--- config.mk ---
export PLATFORM = sky130hd
export DESIGN_NAME = canny_hysteresis
export DESIGN_NICKNAME = d
export VERILOG_FILES = /design/src/rtl/canny_hysteresis.sv
export SDC_FILE = /design/constraint.sdc
export NUM_CORES = 2
export LEC_CHECK = 0
export ABC_AREA = 1
export BUFFER_PORTS_ARGS = -buffer_cell sky130_fd_sc_hd__buf_2
export CORE_UTILIZATION = 55
export CTS_CLUSTER_DIAMETER = 120
export CTS_CLUSTER_SIZE = 24
export DETAILED_ROUTE_END_ITERATION = 12
export PLACE_DENSITY = 0.71
export SKIP_LAST_GASP = 1
export SYNTH_ARGS = -nofsm -noshare
export SYNTH_HDL_FRONTEND = slang
export SYNTH_SLANG_ARGS = --single-unit
--- constraint.sdc ---
create_clock -name clk -period 33.3 [get_ports clk]
set_clock_uncertainty 0.05 [all_clocks]
set_input_delay 4.995 -clock clk [delete_from_list [all_inputs] [get_ports clk]]
set_output_delay 4.995 -clock clk [all_outputs]
set_load 0.02 [all_outputs]
--- src/rtl/canny_hysteresis.sv ---
`default_nettype none
// ============================================================================
// Module   : canny_hysteresis
// Purpose  : Double threshold plus single-pass 8-neighbour hysteresis over a
//            raster stream of NMS magnitudes; emits a 1-bit edge map.
//            Build macro CANNY_HYST_EN enables WEAK-to-edge promotion.
// Revision : 1.0 - initial release
// ============================================================================
module canny_hysteresis #(
  parameter int IMG_W = 640,
  parameter int IMG_H = 480
) (
  input  logic        clk,
  input  logic        rst_n,
  input  logic        in_valid,
  output logic        in_ready,
  input  logic [15:0] mag,
  input  logic [15:0] t_low,
  input  logic [15:0] t_high,
  output logic        edge_out,
  output logic        out_valid,
  output logic        out_last
);

  localparam int c_CW = $clog2(IMG_W);
  localparam int c_RW = $clog2(IMG_H + 2);
  localparam logic [c_CW-1:0] c_LAST_COL  = c_CW'(IMG_W - 1);
  localparam logic [c_CW-1:0] c_COL1      = c_CW'(1);
  localparam logic [c_RW-1:0] c_LAST_ROW  = c_RW'(IMG_H - 1);
  localparam logic [c_RW-1:0] c_FLUSH_ROW = c_RW'(IMG_H);
  localparam logic [c_RW-1:0] c_END_ROW   = c_RW'(IMG_H + 1);
  localparam logic [c_RW-1:0] c_ROW1      = c_RW'(1);
  localparam logic [c_RW-1:0] c_ROW2      = c_RW'(2);
  localparam logic [1:0]      c_NONE      = 2'd0;
  localparam logic [1:0]      c_WEAK      = 2'd1;
  localparam logic [1:0]      c_STRONG    = 2'd2;

  typedef enum logic [1:0] {S_IDLE = 2'd0, S_RUN = 2'd1, S_FLUSH = 2'd2} state_t;

  state_t          r_state;
  logic            r_in_ready;
  logic [c_CW-1:0] r_col;
  logic [c_RW-1:0] r_row;
  logic [15:0]     r_tl;
  logic [15:0]     r_th;
  logic [1:0]      r_lb0 [IMG_W];
  logic [1:0]      r_lb1 [IMG_W];
  logic [1:0]      r_win [3][3];
  logic [c_CW-1:0] r_ccol;
  logic [c_RW-1:0] r_crow;
  logic            r_cvld;

  logic            w_accept, w_inject, w_adv, w_first, w_wrap, w_cvld, w_dec;
  logic [15:0]     w_tl, w_th, w_tl_eff;
  logic [1:0]      w_cls;
  logic [c_CW-1:0] w_ccol;
  logic [c_RW-1:0] w_crow;

  assign in_ready = r_in_ready;
  assign w_accept = in_valid && r_in_ready;
  assign w_inject = (r_state == S_FLUSH);
  assign w_adv    = w_accept || w_inject;
  assign w_first  = (r_col == '0) && (r_row == '0);

  // The first pixel of a frame is classified against the thresholds being sampled.
  assign w_th     = w_first ? t_high : r_th;
  assign w_tl     = w_first ? t_low  : r_tl;
  assign w_tl_eff = (w_tl > w_th) ? w_th : w_tl;
  assign w_cls    = w_inject           ? c_NONE   :
                    (mag >= w_th)      ? c_STRONG :
                    (mag >= w_tl_eff)  ? c_WEAK   : c_NONE;

  // Center lags the newest input by IMG_W+1 stream positions.
  assign w_wrap = (r_col == '0);
  assign w_ccol = w_wrap ? c_LAST_COL : r_col - c_COL1;
  assign w_crow = w_wrap ? r_row - c_ROW2 : r_row - c_ROW1;
  assign w_cvld = (r_row >= c_ROW2) || ((r_row == c_ROW1) && !w_wrap);

  always_ff @(posedge clk or negedge rst_n) begin
    if (!rst_n) begin
      r_state    <= S_IDLE;
      r_in_ready <= 1'b1;
      r_col      <= '0;
      r_row      <= '0;
    end else begin
      if (w_adv) begin
        if (r_col == c_LAST_COL) begin
          r_col <= '0;
          r_row <= r_row + c_ROW1;
        end else begin
          r_col <= r_col + c_COL1;
        end
      end
      case (r_state)
        S_IDLE: if (w_accept) r_state <= S_RUN;
        S_RUN: begin
          if (w_accept && r_row == c_LAST_ROW && r_col == c_LAST_COL) begin
            r_state    <= S_FLUSH;
            r_in_ready <= 1'b0;
          end
        end
        S_FLUSH: begin
          if (r_row == c_END_ROW && r_col == '0) begin
            r_state    <= S_IDLE;
            r_in_ready <= 1'b1;
            r_col      <= '0;
            r_row      <= '0;
          end
        end
        default: begin
          r_state    <= S_IDLE;
          r_in_ready <= 1'b1;
        end
      endcase
    end
  end

  always_ff @(posedge clk or negedge rst_n) begin
    if (!rst_n) begin
      r_tl <= '0;
      r_th <= '0;
    end else if (w_accept && w_first) begin
      r_tl <= t_low;
      r_th <= t_high;
    end
  end

  // Line buffers hold no reset; stale entries are always masked at the borders.
  always_ff @(posedge clk) begin
    if (w_adv) begin
      r_lb1[r_col] <= r_lb0[r_col];
      r_lb0[r_col] <= w_cls;
    end
  end

  always_ff @(posedge clk or negedge rst_n) begin
    if (!rst_n) begin
      for (int c = 0; c < 3; c++)
        for (int r = 0; r < 3; r++)
          r_win[c][r] <= c_NONE;
      r_ccol <= '0;
      r_crow <= '0;
      r_cvld <= 1'b0;
    end else begin
      r_cvld <= w_adv && w_cvld;
      if (w_adv) begin
        r_win[0]    <= r_win[1];
        r_win[1]    <= r_win[2];
        r_win[2][0] <= r_lb1[r_col];
        r_win[2][1] <= r_lb0[r_col];
        r_win[2][2] <= w_cls;
        r_ccol      <= w_ccol;
        r_crow      <= w_crow;
      end
    end
  end

`ifdef CANNY_HYST_EN
  logic w_nb_strong;
  always_comb begin
    w_nb_strong = 1'b0;
    for (int c = 0; c < 3; c++) begin
      for (int r = 0; r < 3; r++) begin
        if (!(c == 1 && r == 1) &&
            !(c == 0 && r_ccol == '0) && !(c == 2 && r_ccol == c_LAST_COL) &&
            !(r == 0 && r_crow == '0) && !(r == 2 && r_crow == c_LAST_ROW) &&
            (r_win[c][r] == c_STRONG))
          w_nb_strong = 1'b1;
      end
    end
  end
  assign w_dec = (r_win[1][1] == c_STRONG) || ((r_win[1][1] == c_WEAK) && w_nb_strong);
`else
  assign w_dec = (r_win[1][1] == c_STRONG);
`endif

  always_ff @(posedge clk or negedge rst_n) begin
    if (!rst_n) begin
      edge_out  <= 1'b0;
      out_valid <= 1'b0;
      out_last  <= 1'b0;
    end else begin
      edge_out  <= r_cvld && w_dec;
      out_valid <= r_cvld;
      out_last  <= r_cvld && (r_crow == c_LAST_ROW) && (r_ccol == c_LAST_COL);
    end
  end

endmodule
`default_nettype wire

==> results.yml <==
setup_path:
  crit_required_ns: 33.59
  critical_path_class: "primary input to flip-flop"
  crit_path_start_kind: "primary input"
  endpoint_kind: "flip-flop"
  slowest_delay_ns: 0.85
  cp_top_family: "simple AND/OR/NAND/NOR gates"
  cpMostUsedCell: "nand2_1"
  worstPathMaxFanout: 251
  reg2regPathDepth: 34
  slowest_stage: "buf_4"
  path_buf_inv: 7
  crit_cells: 29
  arrival_ns: 11.65
global_routing:
  antenna_found_initial: 6
  grt_start_max_net_pins: 252
  grt_pass1_wl_mm: 247
  grt_pass1_vias: 42800
  grt_use_total_pct: 28.0
  grt_overflow_total: 0
detailed_routing:
  vias_per_cell: 5.55
  firstDrtPassIters: 6
  route.antenna.remaining_nets: 0
  detail_route.wl_per_cell_um: 20.2
  wl_mm: 163
  drc: 0
  num_vias: 44700
  drt-initial-drc-count: 5619
placement:
  dp_hpwl_mm: 88.8
  dp_worst_setup_slack_ns: 21.33
  place_inst: 7980
  gp_congestion: 0.876
  placement.io_buffers: 54
finish:
  finalNonFillerCells: 8064
  fin_nets: 6656
  final_layout_size_suffix_gt1_share_pct: 4.43
  n_fill_cell: 9662
  areaGrowthSynthToFinish_pct: 5.14
  final_cell_mix: "nand2_1 (2,396), edfxtp_1 (1,280), nor2_1 (1,072), inv_1 (639), nand3_1 (284)"
  final_common_cell: "nand2_1"
status:
  status: "finished, final reports clean"
logic_synthesis:
  yosysWarningCount: 0
  synthArstFlopShare_pct: 5.95
  synth_flop_cell: "edfxtp_1"
  ys_seq_area_share_pct: 64.7
  synthDistinctLibCells: 49
  syn_nets: 6831
  synthCells: 6723
  synth_area_um2: 62500
  avgSynthCellArea_um2: 9.30
  ys_ff_latch: 1361
  synth-edff-count: 1280
clock_network:
  clock_latency_ns: 0.68
  cts_resized: 0
  cts_hold_buffers: 0
  htreeDepth: 3
  cts_buffer_depth: 3
  cts_buffers: 66
  cts_tree: "built"
  cts_root_buf: "clkbuf_16"
  cts_setup_buffers: 0
  clock_sinks: 1361
  clkSlewWorstSetupHoldPaths_ns: 0.09
timing:
  setup_viol: 0
  finalHoldViolCount: 0
  finalCritPeriodShare_pct: 34.1
  max_freq_ghz: 0.0880
  slew_headroom_pct: 18.4
  grt_setup_unrepaired: "false"
  final.setup.tns_ns: 0
  tightestPinTransition_ns: 1.22
  fin_crit_ns: 11.36
  drv_slew: 0
  fin_ws_ns: 21.94
pwr:
  seqPwrFrac_pct: 66.7
  p_int_mw: 2.23
  p_clk_share_pct: 32.9
  power_density_nw_per_um2: 42.0
  switchingPower_uw: 528
  combPwrFrac_pct: 0.4
  switching_share_pct: 19.1
  leakage_nw: 26.7
  peakVddDrop_v: 0.0000352
worst_hold_path:
  min_path_cells: 1
  min_path_type: "flip-flop to flip-flop"
floorplanning:
  die_x_um: 339
  dieArea_um2: 115000
  start_util_pct: 55.5
  num_rows: 123
  die_h_um: 339
  coreArea_um2: 113000
  ios: 55
flow_run:
  maxCapViolations: 0
[flip-flops by register name (all words and copies together) (netlist names)]
name and flops:
out_valid 1, in_ready 1, r_cvld 1, r_ccol 10
edge_out 1, out_last 1, r_win 4, r_state 2
r_crow 9, r_row 9, r_lb0 1280, r_th 16
r_tl 16, r_col 10
[cells in the mapped netlist (2+ instances only)]
master    instances  area share [%]
a211oi_1          4           0.048
a21oi_1          53            0.42
a22oi_1           3           0.036
buf_1            18            0.11
buf_2            92            0.74
buf_4             5           0.060
buf_6             2           0.036
clkbuf_1        248             1.5
clkinv_1          3           0.018
dfrtp_1          80             3.2
edfxtp_1       1280              61
ha_1             57             1.1
inv_1           639             3.8
inv_2            27            0.16
nand2_1        2414              14
nand2_2          13            0.13
nand2_4           4           0.072
nand3_1         285             2.3
nand4_1          15            0.15
nor2_1         1080             6.5
nor2_2            6           0.060
nor2_4            4           0.072
nor2_8            2           0.064
nor3_1           25            0.20
nor3_2            2           0.032
nor4_1            7           0.070
o211ai_1          2           0.024
o21ai_0         170             1.4
o21ai_1         136             1.1
o21ai_2           3           0.042
o21bai_1          2           0.024
o22ai_1          12            0.12
o31ai_1           2           0.024
xor2_1           13            0.18
[power by group through the flow]
stage               logic [mW]  clock network [mW]  registers, mW
floorplan              0.00468                   0           1.88
global placement        0.0119                   0           1.88
detailed placement      0.0121                   0           1.88
CTS                     0.0122               0.912           1.84
global route            0.0139               0.965           1.84
finish                  0.0120               0.906           1.84
[final cells by class]
type                            instances  area (um^2)  area share [%]
Multi-Input combinational cell       4328        18200            27.6
Tap cell                             1500         1880            2.86
Antenna cell                            1         2.50         0.00381
Inverter                              669         2530            3.84
Sequential cell                      1361        40500            61.6
Clock buffer                           79         1760            2.68
Clock inverter                          4         52.6          0.0799
Timing Repair Buffer                  122          883            1.34
[logic make-up after synthesis]
| kind of cell | Yosys count | synth area share, % |
|---|---|---|
| compound gates | 394 | 3.29 |
| xor+xnor | 14 | 0.196 |
| fa+ha+maj | 57 | 1.14 |
| buf+inv | 1034 | 6.45 |
| flops | 1361 | 64.7 |
| simple gates | 3863 | 24.2 |
[layer usage]
layer  track usage (%)  vias up  share of wire, %
met2              46.7     1824                47
met5                 0        -                 0
met4              10.5        0               4.0
met3              4.24      339               8.6
li1                  -    21100                 -
met1              37.3    21500                40
[through the flow]
stage / power (mW) / area, um^2 / hold WS (ns) / util (%)
2_1_floorplan: 1.88 / 62500 / 0.324 / -
3_3_place_gp: 1.89 / 63900 / 0.394 / 56.7
3_5_place_dp: 1.89 / 63900 / 0.408 / 56.7
4_1_cts: 2.76 / 65700 / 0.422 / 58.3
5_1_grt: 2.82 / 65700 / 0.438 / 58.3
6_report: 2.76 / 65700 / 0.420 / 58.3
[final timing paths]
kind	start	end	slack (ns)
setup / recovery	t_high[15]	r_lb0[540][0]	21.94
hold / removal	r_win[8]	edge_out	0.42
setup reg to reg	r_col[0]	r_lb0[540][0]	22.99
hold reg to reg	r_win[8]	edge_out	0.42
max in group asynchronous	rst_n	r_tl[6]	27.98
min in group asynchronous	rst_n	r_crow[2]	4.24
No activity file was read; power rests on OpenSTA's default activity.
